`src/rtl/countdown_timer.sv`:
```
// countdown_timer
//   Loadable HH:MM:SS countdown timer. A range-checked time is loaded and then
//   decremented once per 1-second tick while running. At 00:00:00 the timer
//   stops in EXPIRED and holds zero until it is cleared, reloaded or reset.
//
// Ports
//   clk            system clock, rising edge
//   reset          synchronous, active-high reset
//   tick           1-cycle enable from the shared 1 Hz prescaler
//   load           load strobe; load_hours/minutes/seconds hold the new time
//   start          start/resume strobe
//   pause          pause strobe
//   clear          abort strobe: count to zero, back to IDLE
//   hours/minutes/seconds   current count (registered)
//   running        high while in RUN
//   expired        high while in EXPIRED
//   expired_pulse  one cycle, on the cycle the count first shows zero
//   load_err       one cycle, when a load is rejected for range
//
// Control interface: every control input is a single-cycle strobe sampled on
// the rising edge; there is no handshake and no back-pressure. When several
// strobes are high together the one with the highest priority acts:
// reset > clear > load > pause > start > tick. A strobe that has no meaning
// in the current state is ignored (see the next-state logic for which
// strobes still consume the cycle).
module countdown_timer #(
    parameter int unsigned HOURS_MAX = 23
) (
    input  logic       clk,
    input  logic       reset,
    input  logic       tick,
    input  logic       load,
    input  logic [4:0] load_hours,
    input  logic [5:0] load_minutes,
    input  logic [5:0] load_seconds,
    input  logic       start,
    input  logic       pause,
    input  logic       clear,
    output logic [4:0] hours,
    output logic [5:0] minutes,
    output logic [5:0] seconds,
    output logic       running,
    output logic       expired,
    output logic       expired_pulse,
    output logic       load_err
);

    localparam logic [4:0] HMAX = 5'(HOURS_MAX);

    typedef enum logic [1:0] {
        ST_IDLE    = 2'd0,
        ST_RUN     = 2'd1,
        ST_PAUSED  = 2'd2,
        ST_EXPIRED = 2'd3
    } state_t;

    state_t     state_q;
    state_t     state_d;
    logic [4:0] hours_d;
    logic [5:0] minutes_d;
    logic [5:0] seconds_d;
    logic       expired_pulse_d;
    logic       load_err_d;

    logic       count_zero;
    logic       load_ok;
    logic [4:0] dec_hours;
    logic [5:0] dec_minutes;
    logic [5:0] dec_seconds;
    logic       dec_to_zero;

    assign count_zero = (hours == 5'd0) && (minutes == 6'd0) && (seconds == 6'd0);

    assign load_ok = (load_seconds <= 6'd59) && (load_minutes <= 6'd59) &&
                     (load_hours <= HMAX);

    // One-second decrement with borrow. Only used in RUN, where the count is
    // never zero, so the hours borrow cannot underflow.
    always_comb begin
        dec_hours   = hours;
        dec_minutes = minutes;
        dec_seconds = seconds;
        if (seconds != 6'd0) begin
            dec_seconds = seconds - 6'd1;
        end else begin
            dec_seconds = 6'd59;
            if (minutes != 6'd0) begin
                dec_minutes = minutes - 6'd1;
            end else begin
                dec_minutes = 6'd59;
                dec_hours   = hours - 5'd1;
            end
        end
    end

    // The decrement lands on zero exactly when the count is 00:00:01.
    assign dec_to_zero = (hours == 5'd0) && (minutes == 6'd0) && (seconds == 6'd1);

    // Next-state logic. clear, a load outside RUN (valid or not) and pause
    // each consume the cycle, so a lower-priority strobe in the same cycle
    // has no effect. A load during RUN is ignored entirely and lets the
    // lower-priority strobes act as if it were absent.
    always_comb begin
        state_d         = state_q;
        hours_d         = hours;
        minutes_d       = minutes;
        seconds_d       = seconds;
        expired_pulse_d = 1'b0;
        load_err_d      = 1'b0;

        if (clear) begin
            state_d   = ST_IDLE;
            hours_d   = 5'd0;
            minutes_d = 6'd0;
            seconds_d = 6'd0;
        end else if (load && (state_q != ST_RUN)) begin
            if (load_ok) begin
                state_d   = ST_IDLE;
                hours_d   = load_hours;
                minutes_d = load_minutes;
                seconds_d = load_seconds;
            end else begin
                load_err_d = 1'b1;
            end
        end else if (pause) begin
            if (state_q == ST_RUN) begin
                state_d = ST_PAUSED;
            end
        end else if (start && ((state_q == ST_IDLE) || (state_q == ST_PAUSED)) &&
                     !count_zero) begin
            state_d = ST_RUN;
        end else if (tick && (state_q == ST_RUN)) begin
            hours_d   = dec_hours;
            minutes_d = dec_minutes;
            seconds_d = dec_seconds;
            if (dec_to_zero) begin
                state_d         = ST_EXPIRED;
                expired_pulse_d = 1'b1;
            end
        end
    end

    // Status flags are registered from the next state so they change on the
    // same edge as the count.
    always_ff @(posedge clk) begin
        if (reset) begin
            state_q       <= ST_IDLE;
            hours         <= 5'd0;
            minutes       <= 6'd0;
            seconds       <= 6'd0;
            running       <= 1'b0;
            expired       <= 1'b0;
            expired_pulse <= 1'b0;
            load_err      <= 1'b0;
        end else begin
            state_q       <= state_d;
            hours         <= hours_d;
            minutes       <= minutes_d;
            seconds       <= seconds_d;
            running       <= (state_d == ST_RUN);
            expired       <= (state_d == ST_EXPIRED);
            expired_pulse <= expired_pulse_d;
            load_err      <= load_err_d;
        end
    end

endmodule

```
`config.mk`:
```
export PLATFORM = sky130hd
export DESIGN_NAME = countdown_timer
export DESIGN_NICKNAME = d
export VERILOG_FILES = /design/src/rtl/countdown_timer.sv
export SDC_FILE = /design/constraint.sdc
export NUM_CORES = 1
export LEC_CHECK = 0
export CAP_MARGIN = 20
export CORE_MARGIN = 10
export CORE_UTILIZATION = 51
export CTS_CLUSTER_SIZE = 40
export DETAILED_ROUTE_END_ITERATION = 10
export PLACE_DENSITY = 0.84
export REMOVE_ABC_BUFFERS = 1
export SLEW_MARGIN = 15
export SYNTH_ARGS = -nofsm -noshare
export SYNTH_HDL_FRONTEND = slang
export SYNTH_SLANG_ARGS = --single-unit
```
`constraint.sdc`:
```
create_clock -name clk -period 5.7 [get_ports clk]
set_clock_uncertainty 0.1 [all_clocks]
set_input_delay 1.14 -clock clk [delete_from_list [all_inputs] [get_ports clk]]
set_output_delay 1.14 -clock clk [all_outputs]
set_load 0.03 [all_outputs]
```
# Word level (Yosys, flattened, before mapping)
# Cells that the tools add are included.
[classes]
add_sub_neg = 3
order_cmp = 3
n_eq_ne = 11
muxes = 30
bitwise = 2
reduce_logical = 24
[ops]
columns = ["operator", "count"]
rows = [
  ["$mux W6", 13],
  ["$mux W5", 7],
  ["$mux W2", 8],
  ["$le A6 B6 Y1 const B", 2],
  ["$logic_not A6 Y1", 2],
  ["$reduce_bool A6 Y1", 2],
  ["$sub A6 B1 Y6 const B", 2],
  ["$logic_and A1 B1 Y1", 9],
  ["$ne A2 B1 Y1 const B", 4],
  ["$eq A6 B1 Y1 const B", 1],
  ["$reduce_and A6 Y1", 1],
  ["$reduce_or A6 Y1", 1],
  ["$le A5 B5 Y1 const B", 1],
  ["$logic_not A5 Y1", 1],
  ["$reduce_and A5 Y1", 1],
  ["$sub A5 B1 Y5 const B", 1],
  ["$eq A2 B1 Y1 const B", 2],
  ["$eq A2 B2 Y1 const B", 2],
  ["$ne A2 B2 Y1 const B", 2],
  ["$reduce_and A4 Y1", 1],
  ["$reduce_or A3 Y1", 1],
  ["$logic_not A2 Y1", 1],
  ["$mux W1", 2],
  ["$not A1 Y1", 2],
  ["4 further kinds", 4],
]
[word_totals]
reg_bits = 23
out_inout_bits = 21

# Logic depth before layout (Yosys ltp)
[depth]
ltp_word = 10
mapped_depth = 7
mapped_depth_nobuf = 7

# Worst setup path before layout
# OpenSTA, ideal clock, no wires.
[synth_timing]
kind = "input to register"
from = "in pause"
to = "reg hours[2]"
t_arrival_ns = 2.168
required_time_ns = 5.483
setup_slack_ns = 3.315
stages = 5
path_buffers = 0
path_cell_list = "and4bb_1 > nand3_2 > o22ai_4 > o21ai_1 > a32o_1"
[synth_via]
elab_chain_cells = 2
[synth_lines]
columns = ["element", "line", "text"]
rows = [
  ["from (decl)", "37", "input logic pause,"],
  ["$ne A2 B1 Y1 (no line)", "-", ""],
  ["$reduce_and A6 Y1 (no line)", "-", ""],
  ["to (signal assigned)", "157", "hours <= hours_d;"],
  ["to (decl)", "39", "output logic [4:0] hours,"],
]
# No other way between the ends.
# A chain may end at the register's enable or synchronous reset.

# Final worst setup path
[layout_timing]
from = "in load"
to = "reg minutes[2]"
[layout_via]
elab_chain_cells = 3
[layout_lines]
columns = ["element", "line", "text"]
rows = [
  ["from (decl)", "32", "input logic load,"],
  ["$logic_and A1 B1 Y1 (*)", "116", "end else if (load && (state_q != ST_RUN)) begin"],
  ["$ne A2 B2 Y1 (no line) (tied with other cells)", "-", ""],
  ["$reduce_and A5 Y1 (no line)", "-", ""],
  ["to (signal assigned)", "158", "minutes <= minutes_d;"],
  ["to (decl)", "40", "output logic [5:0] minutes,"],
]
# Mark *: on every way between the ends. The rest lies on a longest branch, timed or not.

==> results <==
- The run finished with clean final reports.
- The layout overhead on the synthesized area is 30.9%.
- The worst-case IR drop observed on VDD is 0.134 mV.
- sky130_fd_sc_hd__dfxtp_1 takes more of the synthesized area than any other cell.
- The worst pin sits at a relative slew slack of 47.0%.
- The layout has 229 filler cells.
- The worst path in the final design needs a cycle of 3230 ps, including I/O delays and setup.
- STA classifies the critical path startpoint as an input port.
- The CTS tree is done.
- The die is 74.7 µm tall.
- The maximum buffer depth of the clock tree is 2.
- The number of cells in the design after placement is 244.
- The most instantiated library cell after synthesis is sky130_fd_sc_hd__dfxtp_1.
- The final weighted congestion of routability-driven global placement is 0.900.
- The clock reaches the later pin of the worst-skew pair after 320 ps.
- The kind of capture point of the worst setup path is a flip-flop.
- For the final routed database, the setup TNS stands at 0 ps.
- Max-cap violations in this run came to 0.
- The final cell utilization of the core is 71.2%.
- The number of vias per cell after detailed routing is 6.30.
- The clock buffer count from CTS is 3.
- The overall power consumption is 0.000373 W.
- The global router's overall resource usage is 17.2%.
- Of the total synthesized cell area, the portion taken by XOR and XNOR cells is 0.574%.
- The pre-antenna-repair detailed-routing pass consisted of 4 iterations.
- After clock tree synthesis, the clock-pin slew on the worst setup and hold paths is 140 ps.
- The top fanout value on the critical path is 11.
- The power density over the cells is 187 nW/µm².
- For this block, the initial DRC count from the detailed router was 249.
- The netlist area before placement is 1530 µm².
- Cells with a size suffix above 1 make up 10.6% of the layout.
- The number of antenna-violating nets in the routed design is 0.
- Based on the critical path, the design can be clocked at up to 310 MHz.
- Traced cell by cell, the critical path runs through clkdlybuf4s50_1 > nand4_2 > o21ai_1 > o21ai_1 > a32o_1.
- The final non-filler cell total is 248.
- After synthesis, the most frequently instantiated cells are sky130_fd_sc_hd__dfxtp_1, sky130_fd_sc_hd__a21oi_1, sky130_fd_sc_hd__nand2_1.
- The number of global-route vias before repair came to 1475.
- The share of the synthesized area in compound gates (AO/OA/AOI/OAI) is 31.5%.
- The largest single stage delay on the critical path is 740 ps.
- The remaining design rule violation count is 0.
- In this run, post-CTS hold repair placed 0 buffers.
- Setup repair after global routing left no endpoint under its margin.
- The total of warnings raised by yosys is 0.
- The initial antenna violation count is 0.
- The fraction of the mapped netlist area in adder cells is 5.74%.
- The kind of cell with the highest combined delay along the critical path is compound AO/OA/AOI/OAI gates.
- STA puts the critical path data arrival time at 3360 ps.
- The final routed wirelength across all metal layers is 4550 µm.
- The fraction of synthesis flops using an asynchronous set or reset pin is 0%.
- The sequential fraction of the synthesis area is 30.2%.
- The required arrival time at the worst endpoint is 5830 ps.
- After legalization and detailed placement, the total HPWL measured 3490 µm.
- The cell count after synthesis is 176.
- The number of storage elements in the synthesis netlist is 23.
- The critical path class is in2reg.
- CTS built an H-tree with a depth of 1.
- The path class of the tightest hold or removal check is reg2reg.
- The number of flops mapped to enable cells by yosys is 0.
- In this run the tool buffered the top-level ports with 44 buffer cells.
- After floorplanning, the core was sized to cover 2810 µm².
- The die width is 74.7 µm.
- The commonest register cell after synthesis is sky130_fd_sc_hd__dfxtp_1.
- The analysis attributes to cell leakage a power of 0.693 nW.
- After Yosys synthesis, and, or, nand and nor cells account for 23.8% of the synthesized area.
- The diode insertion count for antenna repair is 0.
- The floorplan has 19 rows.
- The number of distinct library cells after synthesis is 57.
- The remaining global-route overflow is 0.
- Multiplexer cells account for 2.71% of the synthesized area.
- The clock tree root buffer cell is sky130_fd_sc_hd__clkbuf_4.
- Once the clock tree was built, the resizer swapped 0 gates to a different size.
- Summed over its instances, the top area cell type makes up 30.2% of the synthesized netlist area.
- The final-stage net count is 249.
- The die covers 5580 µm².
- The share of the clock period used by the worst path after layout is 56.6%.
- Yosys attributes the largest share of cell area to sky130_fd_sc_hd__dfxtp_1, sky130_fd_sc_hd__ha_1, sky130_fd_sc_hd__a21oi_1.
- The cell at the slowest stage of the critical path is sky130_fd_sc_hd__clkdlybuf4s50_1.
- The average detailed-routed wire length per instance is 18.4 µm.
- The number of buffer and inverter stages on the critical path is 1.
- The TritonCTS sink count is 23.
- The number of failing hold endpoints at the final stage is 0.
- Once the floorplan was initialized, standard cells occupied 54.4% of the core.
- The pin count of the biggest net entering global routing is 20.
- The main combinational cell family by area after synthesis is compound AO/OA/AOI/OAI gates.
- Averaged over all synthesized cells, the footprint is 8.67 µm².
- The number of primary I/O pins is 45.
- The routed layout has 1562 vias.
- The number of setup violations in the final report is 0.
- The slew at the pin closest to its max-slew limit is 790 ps.
- In this run the post-CTS setup repair buffer count came out at 0.
- Counting stages on the worst path, the most repeated cell is sky130_fd_sc_hd__o21ai_1.
- The final count of pins violating max slew is 0.
- The global-route wire length before repair is 7640 µm.
==> metal layers <==
layer / part of all wire [%] / vias to the layer above / global-route usage [%]
met2: 49 / 63 / 27.4
met3: 7.6 / 8 / 4.73
met5: 0 / - / 0
li1: - / 746 / -
met4: 1.2 / 0 / 4.83
met1: 42 / 745 / 22.3
==> cell type report <==
class,count,area (µm²),area share [%]
Clock inverter,1,5.00,0.251
Sequential cell,23,460,23.1
Clock buffer,3,22.5,1.13
Tap cell,31,38.8,1.94
Multi-Input combinational cell,133,981,49.1
Inverter,13,48.8,2.44
Timing Repair Buffer,44,440,22.1
==> worst paths after layout <==
check	depth (start not counted)	slack, ps	from	endpoint
worst max-delay path	5	2470	load	minutes[2]
worst min-delay path	2	440	hours[1]	hours[1]
worst min register to register	2	440	hours[1]	hours[1]
worst max register to register	5	3490	state_q[0]	minutes[2]
==> registers in the layout (all words and copies together), names as in the netlist <==
register	flops
hours	5
running	1
minutes	6
load_err	1
seconds	6
expired	1
state_q	2
expired_pulse	1
==> worst min-delay path, cell delays in order, from the launching register on <==
cell	delay [ps]
sky130_fd_sc_hd__dfxtp_1	350
sky130_fd_sc_hd__nor2_1	100
sky130_fd_sc_hd__a211oi_1	50
==> stage by stage <==
| step | instance area [µm²] | worst slack [ps] | hold WS [ps] |
|---|---|---|---|
| 6_report | 2000 | 2470 | 439 |
| 5_1_grt | 2000 | 2380 | 465 |
| 4_1_cts | 2000 | 2530 | 433 |
| 3_5_place_dp | 1970 | 2190 | 415 |
| 3_3_place_gp | 1970 | 2310 | 402 |
| 2_1_floorplan | 1490 | 3130 | 470 |
==> power breakdown <==
group          internal [W]  leakage (nW)  switching (W)
clock             0.0000263        0.0177      0.0000521
combinational     0.0000519         0.489      0.0000690
sequential         0.000166         0.187     0.00000759
total              0.000245         0.693       0.000129
==> kinds of logic (layout without fill, tap and decap cells) <==
| kind of cell | count (synthesis) | in the layout |
|---|---|---|
| adders and majority gates | 7 | 7 |
| and+or+nand+nor | 59 | 59 |
| xor gates and xnor gates | 1 | 1 |
| buffers and inverters | 20 | 61 |
| AOI/OAI and AO/OA | 62 | 62 |
| muxes | 4 | 4 |
| DFF | 23 | 23 |
==> placed cells by master, fill, tap and decap left out, drive strengths merged, types with 4 or more instances in the layout <==
master	count
ha	7
nand4	4
nand3	7
a32o	4
inv	13
clkdlybuf4s50	44
dfxtp	23
nand2	15
a21oi	17
nor2	10
o21ai	16
(Power assumes the default switching activity.)
